`src/rtl/chaser_sequencer.sv`:
```
// LED chaser: steps a WIDTH-bit pattern (rotate left/right, bounce, fill) at a
// programmable rate, with pause/stop control and mode changes deferred to period boundaries.
module chaser_sequencer #(
    parameter int unsigned WIDTH = 8,
    parameter int unsigned SPD_W = 4
) (
    input  logic             clk,
    input  logic             rst,
    input  logic             enable,
    input  logic             stop,
    input  logic             mode_req,
    input  logic [1:0]       mode_sel,
    input  logic [SPD_W-1:0] speed,
    output logic [WIDTH-1:0] leds,
    output logic             busy,
    output logic             mode_ack,
    output logic             cycle_done
);

    typedef enum logic [1:0] {
        IDLE  = 2'd0,
        RUN   = 2'd1,
        PAUSE = 2'd2
    } state_t;

    localparam logic [1:0] MODE_ROTL   = 2'd0;
    localparam logic [1:0] MODE_ROTR   = 2'd1;
    localparam logic [1:0] MODE_BOUNCE = 2'd2;
    localparam logic [1:0] MODE_FILL   = 2'd3;

    state_t           state;
    logic [1:0]       mode;
    logic             pend_valid;
    logic [1:0]       pend_mode;
    logic [SPD_W-1:0] cnt;
    logic             bounce_down;

    logic [WIDTH-1:0] step_leds;
    logic             step_down;
    logic             wrap_c;
    logic             cnt_hit_c;

    function automatic logic [WIDTH-1:0] start_val(input logic [1:0] m);
        logic [WIDTH-1:0] v;
        case (m)
            MODE_ROTR: v = {1'b1, {(WIDTH-1){1'b0}}};
            MODE_FILL: v = '0;
            default:   v = WIDTH'(1);
        endcase
        return v;
    endfunction

    // Next pattern for the active mode; bounce direction flips at either end
    always_comb begin
        step_leds = leds;
        step_down = bounce_down;
        case (mode)
            MODE_ROTL: step_leds = {leds[WIDTH-2:0], leds[WIDTH-1]};
            MODE_ROTR: step_leds = {leds[0], leds[WIDTH-1:1]};
            MODE_BOUNCE: begin
                if (bounce_down) begin
                    step_leds = leds >> 1;
                    if (leds[1]) step_down = 1'b0;
                end else if (leds[WIDTH-1]) begin
                    step_leds = leds >> 1;
                    step_down = 1'b1;
                end else begin
                    step_leds = leds << 1;
                end
            end
            default:   step_leds = (&leds) ? '0 : {leds[WIDTH-2:0], 1'b1};
        endcase
    end

    assign wrap_c    = (step_leds == start_val(mode));
    assign cnt_hit_c = (cnt == speed);

    always_ff @(posedge clk or negedge rst) begin
        if (!rst) begin
            state       <= IDLE;
            mode        <= MODE_ROTL;
            pend_valid  <= 1'b0;
            pend_mode   <= MODE_ROTL;
            cnt         <= '0;
            bounce_down <= 1'b0;
            leds        <= '0;
            busy        <= 1'b0;
            mode_ack    <= 1'b0;
            cycle_done  <= 1'b0;
        end else begin
            mode_ack   <= 1'b0;
            cycle_done <= 1'b0;
            if (stop) begin
                // A request arriving with stop is newer than any pending one
                state       <= IDLE;
                leds        <= '0;
                cnt         <= '0;
                busy        <= 1'b0;
                bounce_down <= 1'b0;
                pend_valid  <= 1'b0;
                if (mode_req) begin
                    mode     <= mode_sel;
                    mode_ack <= 1'b1;
                end else if (pend_valid) begin
                    mode     <= pend_mode;
                    mode_ack <= 1'b1;
                end
            end else if (state == IDLE) begin
                if (mode_req) begin
                    mode     <= mode_sel;
                    mode_ack <= 1'b1;
                end
                if (enable) begin
                    state       <= RUN;
                    busy        <= 1'b1;
                    cnt         <= '0;
                    bounce_down <= 1'b0;
                    leds        <= start_val(mode_req ? mode_sel : mode);
                end
            end else begin
                if (mode_req) begin
                    pend_valid <= 1'b1;
                    pend_mode  <= mode_sel;
                end
                if (!enable) begin
                    state <= PAUSE;
                end else begin
                    state <= RUN;
                    if (!cnt_hit_c) begin
                        cnt <= cnt + SPD_W'(1);
                    end else begin
                        cnt <= '0;
                        if (wrap_c) cycle_done <= 1'b1;
                        if (wrap_c && pend_valid) begin
                            // Old pending applies now; a same-cycle request stays pending
                            mode        <= pend_mode;
                            mode_ack    <= 1'b1;
                            leds        <= start_val(pend_mode);
                            bounce_down <= 1'b0;
                            pend_valid  <= mode_req;
                        end else begin
                            leds        <= step_leds;
                            bounce_down <= step_down;
                        end
                    end
                end
            end
        end
    end

endmodule

```
`config.mk`:
```
export PLATFORM = sky130hd
export DESIGN_NAME = chaser_sequencer
export DESIGN_NICKNAME = d
export VERILOG_FILES = /design/src/rtl/chaser_sequencer.sv
export SDC_FILE = /design/constraint.sdc
export NUM_CORES = 1
export LEC_CHECK = 0
export CORE_ASPECT_RATIO = 0.8
export CORE_MARGIN = 5
export CORE_UTILIZATION = 30
export DETAILED_ROUTE_END_ITERATION = 8
export DONT_BUFFER_PORTS = 1
export SKIP_LAST_GASP = 1
export SYNTH_ARGS = -nofsm -noshare
export SYNTH_HDL_FRONTEND = slang
export SYNTH_SLANG_ARGS = --single-unit
```
`constraint.sdc`:
```
create_clock -name clk -period 2.4 [get_ports clk]
set_input_delay 0.48 -clock clk [delete_from_list [all_inputs] [get_ports clk]]
set_output_delay 0.48 -clock clk [all_outputs]
set_load 0.1 [all_outputs]
```
# Yosys cells after proc, flatten, opt, wreduce, memory -nomap -nowiden
# Index checks and enable logic that the tools add are counted.
dict set report totals {
  out_inout_bits 11
  inputBits 11
  regBits 23
}
dict set report op_classes {
  mux 62
  add_sub_neg 1
  n_reduce_logical 15
  n_eq_ne 12
  bitwise_logic 2
}
# cell count
set ops {}
lappend ops {{$mux 8} 9}
lappend ops {{$pmux 8 s2} 3}
lappend ops {{$mux 1} 32}
lappend ops {{$mux 2} 12}
lappend ops {{$pmux 8 s3} 1}
lappend ops {{$mux 4} 5}
lappend ops {{$reduce_bool 3->1} 3}
lappend ops {{$eq 2x2->1 const B} 4}
lappend ops {{$eq 8x8->1} 1}
lappend ops {{$reduce_and 8->1} 1}
lappend ops {{$eq 2x1->1 const B} 3}
lappend ops {{$reduce_and 3->1} 2}
lappend ops {{$add 4x1->4 const B} 1}
lappend ops {{$eq 4x4->1} 1}
lappend ops {{$logic_not 2->1} 2}
lappend ops {{$reduce_and 2->1} 2}
lappend ops {{$reduce_and 4->1} 1}
lappend ops {{$reduce_bool 2->1} 2}
lappend ops {{$reduce_bool 4->1} 1}
lappend ops {{$ne 3x1->1 const B} 1}
lappend ops {{$ne 3x3->1 const B} 1}
lappend ops {{$ne 2x2->1 const B} 1}
lappend ops {{$not 1->1} 2}
lappend ops {{$logic_and 1x1->1} 1}

# Logic depth before layout (Yosys ltp)
# Gate-level depths: netlist of run 1.
dict set report depth {
  word_depth 10
  ltp_mapped 9
  mapped_depth_nobuf 6
}

# Worst setup path before layout of run 1
# No wires, ideal clock.
dict set report synth_timing {
  path_type {register to register}
  startpoint {reg leds[7]}
  endpoint {reg leds[0]}
  setup_slack_ps -276
  n_path_buf 1
  t_arrival_ps 2556
  setup_ps 120
  stages_incl_launch_ff 8
  cell_sequence {dfrtp_1 buf_6 o21a_4 mux2_4 a221o_1 nand4b_1 mux2i_1 a31o_2}
}
dict set report synth_between {
  elab_chain_cells 10
  word_cells_on_any_way 12
}
# element line
set synth_lines {}
lappend synth_lines {{start, declared} 14} ;# output logic [WIDTH-1:0] leds,
lappend synth_lines {{start signal, assigned} 118} ;# leds <= start_val(mode_req ? mode_sel : mode);
lappend synth_lines {{start signal, assigned} 138} ;# leds <= start_val(pend_mode);
lappend synth_lines {{start signal, assigned} 142} ;# leds <= step_leds;
lappend synth_lines {{$reduce_and 8->1 / $mux 8 (equally long branches)} {71, 64}}
lappend synth_lines {{$mux 8, on equally long branches} {71, 61}}
lappend synth_lines {{$pmux 8 s3 *} 57} ;# case (mode)
lappend synth_lines {{$eq 8x8->1} 75} ;# assign wrap_c = (step_leds == start_val(mode));
lappend synth_lines {{$logic_and 1x1->1} 134} ;# if (wrap_c && pend_valid) begin
lappend synth_lines {{$mux 8 *} 134}
lappend synth_lines {{$mux 8 *} 129} ;# if (!cnt_hit_c) begin
lappend synth_lines {{$mux 8 *} 125} ;# if (!enable) begin
lappend synth_lines {{$mux 8 *} 108} ;# end else if (state == IDLE) begin
lappend synth_lines {{$mux 8 *} 93} ;# if (stop) begin
# Mark *: on every way between the ends. The rest lies on a longest branch, timed or not. The select of a mux whose other input is x is not followed.
# A chain may end at the register's enable or synchronous reset.

# Worst setup path after layout of run 1
dict set report layout_timing {
  startpoint {reg leds[7]}
  endpoint {reg leds[3]}
}
# The elaborated chain is that of the path after synthesis.

==> impl.org, run 1 <==
** Outcome
- Status :: finished clean

** Logic synthesis
- After synthesis, the cell types taking the most area are dfrtp_1 (34%), a22o_1 (5.8%), o21ai_0 (4.2%).
- Most common cell in the netlist :: dfrtp_1
- Yosys top cell area share :: 34.5%
- Synthesis handed over a netlist of 179 instances.
- Post-synth net total :: 191
- Post-synthesis average cell area :: 9.32 sq um
- In the synthesized netlist, the cells that appear most often are dfrtp_1 (23), nand2_1 (17), o21ai_0 (14).
- Yosys mapped a number of flops with a built-in enable equal to 0.
- Share of flip-flops with an asynchronous set or reset after synthesis :: 100%
- Area leader, netlist :: dfrtp_1
- Distinct cell type count after synthesis :: 57
- YS warnings :: 0
- Flip-flop and latch count after synthesis :: 23
- Netlist area before placement :: 0.00167 sq mm
- The most used flip-flop cell after synthesis is dfrtp_1.
- Sequential elements use 34.5% of the synthesized area.

** CTS
- Clock tree synthesis found a total of 23 sinks.
- Post-CTS Setup Repair Bufs :: 0
- Clock root buffer :: clkbuf_8
- Maximum number of buffers from clock root to sink :: 2
- The later pin in the worst-skew pair is clocked with a latency of 0.27 ns.
- TritonCTS buffer count :: 3
- Clock transition at the registers of the reported paths :: 0.09 ns
- TritonCTS built the clock tree.
- CTS built an H-tree with a depth of 1.

** STA
- For the finished layout, the period the worst path requires is 2.30 ns.
- Setup repair after global routing left no endpoint under its margin.
- The count of final hold-check violations was 0.
- Adding up every negative setup slack in the final design gives 0 ns.
- Setup violations, final :: 0
- Normalized max-slew margin :: 51.2%
- Final number of max-transition violations :: 0
- Pin slew with the least headroom to its limit :: 0.730 ns
- Clock Skew :: 0.00507 ns
- Based on the critical path, the design can be clocked at up to 0.435 GHz.
- Final clock period utilization by the worst path :: 95.8%

** Worst setup path
- STA puts the critical path data arrival time at 2.46 ns.
- STA classifies the critical path endpoint as a flop.
- Launching element type of the critical path :: flop
- By startpoint and endpoint, the worst setup path is classified as reg2reg.
- Of all nets on the critical path, the largest fanout is 8.
- At the worst endpoint, the required time is 2.56 ns.

** Power and ir drop
- IR Drop Worst-Case VDD :: 0.181 mV
- Summed over all cells, the static leakage comes to 0.000833 uW.
- Power spread over the standard cell area amounts to 554 mW/mm^2.

** Cells and area
- Diode count :: 0
- Fin area :: 0.00190 sq mm
- Final-stage net count :: 207
- From synthesis to final layout, the design area changed by 13.9%.
- Fraction of layout instances using a drive strength above 1 :: 27.3%

** Routing
- Via count of the routed design :: 1,456
- Average wire length per cell after detail routing :: 15.5 um
- DRT iter0 DRCs :: 76
- The count of nets left with antenna violations once routing finished came out at 0.
- DRC violations left :: 0
- After detailed routing, the number of vias per cell comes to 5.35.
- Number of detailed-route iterations in the first pass :: 4
- Summed over all layers, the routed wires come to 4.21 mm.

** Global route
- The via count of the first global-routing pass came to 1,346.
- The first global-routing pass estimated 6.90 mm of wire.
- Largest net degree at the start of global routing :: 24
- Global route total overflow :: 0
- Number of antenna violations at the first check in global routing :: 0
- Aggregate global-route resource usage :: 12.1%

** Floorplanning
- Core Area :: 0.00544 sq mm
- Overall die area :: 0.00716 sq mm
- Effective utilization at floorplan :: 30.7%
- The floorplan has 24 rows.
- The die is 76.7 um tall.
- Ports placed on the boundary :: 22
- Width of the die :: 93.4 um

** Placement
- Cell area after placement :: 0.00183 sq mm
- Input and output buffers added on the ports amount to 0.
- Summed over all nets, the half-perimeter wirelength after detailed placement is 3.16 mm.
- The congestion estimate from routability-driven global placement came to 0.863.

** Hold path
- Tightest Hold Check Type :: in2async

** Job
- The tool flagged a number of max-cap violations equal to 0.
-- cells by family after synthesis --
family          synth area share (%)
flops                           34.5
fa+ha+maj                      0.750
mux                             5.25
buf+inv                         7.35
xor+xnor                        2.62
simple gates                    18.4
compound gates                  31.2
-- per-layer routing --
metal	track usage [%]	vias up	part of all wire, %
met5	0	-	0
met4	2.93	0	1.1
met2	17.4	43	42
li1	-	709	-
met3	4.11	6	7.0
met1	17.2	698	50
-- critical path: stages (launching register included) --
cell      delay (ns)
dfrtp_4         0.53
o21a_4          0.24
o41a_1          0.32
a222oi_1        0.38
and4b_2         0.40
a21oi_2         0.13
a22o_1          0.20
-- flip-flops by register name (all words and copies together) (netlist names) --
name	count
bounce_down	1
busy	1
cnt	4
cycle_done	1
leds	8
mode	2
mode_ack	1
pend_mode	2
pend_valid	1
state	2
-- cell type report --
type,count,area (sq um)
inverters,3,11.3
fillers,555,3530
well taps,78,97.6
multi-input cells,141,973
clock buffers,3,41.3
repair buffers,23,185
flip-flops and latches,23,588
clock inverters,1,5.00
-- worst paths after layout --
path	slack [ns]	depth (start not counted)	to	startpoint
max	0.10	6	leds[3]	leds[7]
min	0.006	1	bounce_down	rst
max reg2reg	0.10	6	leds[3]	leds[7]
min reg2reg	0.58	2	cnt[1]	cnt[1]
max in group asynchronous	2.23	1	leds[4]	rst
min in group clk	0.26	1	state[0]	stop
-- cells in the final DEF (no fill, tap or decap), types with 2 or more instances in the layout --
cell type,netlist,final
nor3_1,4,4
a311oi_1,2,2
a211oi_1,3,3
nand2_1,17,17
nor2b_1,4,4
a21o_1,3,3
o22a_1,2,2
o31ai_1,3,3
o21ai_0,14,14
a22oi_1,2,2
dfrtp_2,0,7
mux2i_1,5,5
inv_1,3,3
a221o_1,2,2
or2_2,2,2
nor2_1,13,13
nand3_1,4,4
a22o_1,11,11
mux2_2,2,2
and4b_2,1,2
a21boi_0,2,2
clkbuf_8,2,3
buf_4,2,22
a2bb2oi_1,3,3
a21o_2,3,3
a21oi_1,5,5
dfrtp_1,23,15
nor4_1,2,2
xor2_1,5,5
-- through the flow --
stage          worst slack (ns)  utilization, %  total power [uW]  hold slack, ns  std cells
2_1_floorplan           0.00159               -               736           0.184        179
3_3_place_gp              0.152            33.7               791           0.185        267
3_5_place_dp              0.103            33.7               792           0.185        267
4_1_cts                  0.0562            34.9              1060         0.00516        272
5_1_grt                  0.0118            35.0              1120         0.00603        272
6_report                  0.102            35.0              1050         0.00553        272
-- power breakdown --
part	total [uW]	internal (uW)	switching [uW]
Clock	251	116	135
Sequential	457	413	43.8
Combinational	345	143	202
-- repair_timing --
item | in CTS | in global routing
endpoints found under the setup margin | 0 | 8
hold endpoints to repair | 23 | 0
hold buffers | 1 | 0
gates resized for setup | 0 | 2
No activity file was read; power rests on OpenSTA's default activity.
==> run 2: changes to the inputs <==
--- a/config.mk
+++ b/config.mk
@@ -6,7 +6,6 @@
 export NUM_CORES = 1
 export LEC_CHECK = 0
 export CORE_ASPECT_RATIO = 0.8
-export CORE_MARGIN = 5
 export CORE_UTILIZATION = 30
 export DETAILED_ROUTE_END_ITERATION = 8
 export DONT_BUFFER_PORTS = 1
==> impl.org, run 2 (synthesis results as in run 1) <==
** STA
- The final hold slack came to 0.0134 ns (+0.00787 ns).
- Clock Skew :: 0.00660 ns (+0.00153 ns)
- The setup total negative slack came to 0 ns (unchanged).
- The tightest slew margin relative to the limit came to 55.4% (+4.2 points).
- The actual transition at the worst max-transition pin is 0.666 ns (-0.0634 ns).
- The highest clock rate came to 0.442 GHz (+1.5%).
- Clock period minus worst slack :: 2.26 ns (-0.0338 ns)
- The number of slew-limit violations in the final report is 0 (unchanged).
- The number of setup violations in the final report is 0 (unchanged).
- The count of final hold-check violations was 0 (unchanged).
- Setup repair after global routing could not meet its margin everywhere.
- Final clock period utilization by the worst path :: 94.3% (-1.4 points)

** Worst setup path
- CP max FO :: 6 (-2)
- The worst setup path is launched from a flop.
- The worst setup path is captured at a flop.
- The critical path is of the reg2reg type.
- The critical path required time was 2.55 ns (about the same).
- Setup slack on the worst flop-to-flop path :: 0.14 ns (+0.03 ns)
- R2r worst-path depth :: 6 (unchanged)
- The endpoint identified for the worst register-to-register timing path is leds[1].
- Signal arrival time at the worst endpoint :: 2.42 ns (-0.04 ns)
- Critical register-to-register path startpoint :: leds[7]

** Global route
- GR Util met2 :: 21.5% (+4.1 points)
- The global routing stage identified its most utilized layer as met1.
- The via count of the first global-routing pass is 1,281 (-4.8%).
- The met1 layer usage reported by global route was 22.2% (+4.9 points).
- The met3 track demand over resource in global routing came to 3.93% (-0.18 points).
- Largest net degree at the start of global routing :: 24 (unchanged)
- The number of antenna violations at the first check in global routing is 0 (unchanged).
- The total grt overflow is 0 (unchanged).
- Global-route wire length before repair :: 6.61 mm (-4.2%)
- Aggregate global-route resource usage :: 14.8% (+2.7 points)

** CTS
- Maximum number of buffers from clock root to sink :: 2 (unchanged)
- Number of sinks on the clock net :: 23 (unchanged)
- TritonCTS clock tree :: built
- Clock tree synthesis selected as its root buffer the cell clkbuf_8.
- Clock transition at the registers of the reported paths :: 0.08 ns (about the same)
- Total number of H-tree levels :: 1 (unchanged)
- Latest clock arrival within the worst-skew pair :: 0.27 ns (about the same)
- TritonCTS buffer count :: 3 (unchanged)

** Routing
- The wire length after detailed routing was 4.07 mm (-3.3%).
- The total vias in the final route is 1,452 (-0.27%).
- The first-pass detailed-route iteration total came to 4 (unchanged).
- The count of unresolved DRC violations after routing came to 0 (unchanged).
- The wire length per cell was 15.9 um (+2.7%).
- The DRC marker count from the first detailed-route iteration was 69 (-9.2%).
- Antenna-violating nets left :: 0 (unchanged)
- Number of vias per cell after detailed routing :: 5.67 (+6.0%)

** Cells and area
- Most common cell after layout, fill and taps aside :: buf_4
- The area of all placed cells without fillers came to 0.00188 sq mm (-1.1%).
- The number of diodes added for antenna fixing is 0 (unchanged).
- The proportion of layout cells with a drive suffix above 1 came to 27.3% (unchanged).
- The number of fill cells is 527 (-5.0%).
- Leading cell types in the layout, fill and taps excluded :: buf_4 (22), nand2_1 (17), dfrtp_1 (14)
- More flip-flops sit in one register than any other, and that register is leds.
- Post-route non-filler standard cell count :: 256 (-5.9%)
- Flip-flop count of the largest register after layout :: 8 (unchanged)
- The largest registers in the layout are leds (8), cnt (4).
- Area growth from synthesis to layout :: 12.7%
- The number of nets in the finished design came to 207 (unchanged).

** Floorplanning
- Core Area :: 0.00518 sq mm (-4.7%)
- The I/O pin total came to 22 (unchanged).
- Number of placement rows :: 23 (-4.2%)
- Width of the die :: 85.4 um (-8.6%)
- The full die area came to 0.00587 sq mm (-18%).
- Height of the die :: 68.7 um (-10%)
- The effective utilization at floorplan was 32.2% (+1.5 points).

** Power and ir drop
- The power density over cell area is 553 mW/mm^2 (-0.24%).
- IR Drop Worst-Case VDD :: 0.187 mV (+3.2%)
- The total leakage power was 0.000829 uW (-0.48%).

** Placement
- Port-buffer cells :: 0 (unchanged)
- The cell area reported after detailed placement is 0.00181 sq mm (-1.5%).
- The cell count after placement is 250 (-6.4%).
- HPWL after DPL :: 3.06 mm (-3.3%)
- The weighted congestion at the end of routability-driven global placement was 0.795 (-7.9%).

** Job
- The max-capacitance violation count came to 0 (unchanged).

** Outcome
- Status :: finished clean

** Hold path
- Tightest Hold Check Type :: in2async
-- run 2: changes by cell type in the layout (fill, tap and decap cells not counted), sizes merged --
cell	delta
clkbuf	+1
clkinv	-1
-- run 2: area by class of cell --
class | count | area [sq um] | share of cell area [%]
sequential | 23 | 589 | 31.3
inverter | 3 | 11.3 | 0.598
timing repair buffer | 23 | 185 | 9.84
multi-input combinational | 141 | 973 | 51.7
tap | 62 | 77.6 | 4.12
clock buffer | 4 | 45.0 | 2.39
-- run 2: per-layer routing --
layer / share of wire (%) / up-vias
li1: - / 710
met1: 51 / 700
met2: 42 / 40
met3: 6.8 / 2
met4: 0.47 / 0
met5: 0 / -
-- run 2: repair_timing --
action                     4_1_cts  5_1_grt
setup endpoints to repair        0       10
hold endpoints to repair        23        0
gates resized for setup          0        5
hold buffers                     1        0
setup buffers                    0        1
-- run 2: power breakdown --
part / internal, uW / leakage (uW) / switching, uW / total (uW)
clock: 119 / 0.0000228 / 124 / 243
sequential: 414 / 0.000293 / 44.0 / 458
combinational: 140 / 0.000513 / 200 / 339
total: 672 / 0.000829 / 368 / 1040
-- run 2: how the worst max path moves through the flow --
stage                        from  endpoint  slack [ns]  cells after the start
after floorplan           leds[7]   leds[0]       0.002                      7
after global placement    mode[0]   leds[7]         0.1                      7
after detailed placement  mode[0]   leds[7]        0.09                      7
after CTS                 mode[0]   leds[7]        0.06                      7
after global routing      leds[7]   leds[7]       -0.04                      7
final                     leds[7]   leds[1]        0.14                      6
-- run 2: worst max-delay path, cell delays in order (launching register included) --
cell and delay [ns]:
dfrtp_4 0.52, o21a_4 0.22, o41a_1 0.30, a222oi_1 0.42
and4b_2 0.38, a21oi_2 0.12, a22o_1 0.19
-- run 2: per-stage QoR --
stage	utilization, %	worst slack, ns	power [uW]
finish	36.3	0.136	1040
floorplan	-	0.00159	736
detailed placement	34.9	0.0878	785
CTS	36.1	0.0628	1040
global placement	34.9	0.0964	783
global route	36.3	-0.0397	1110
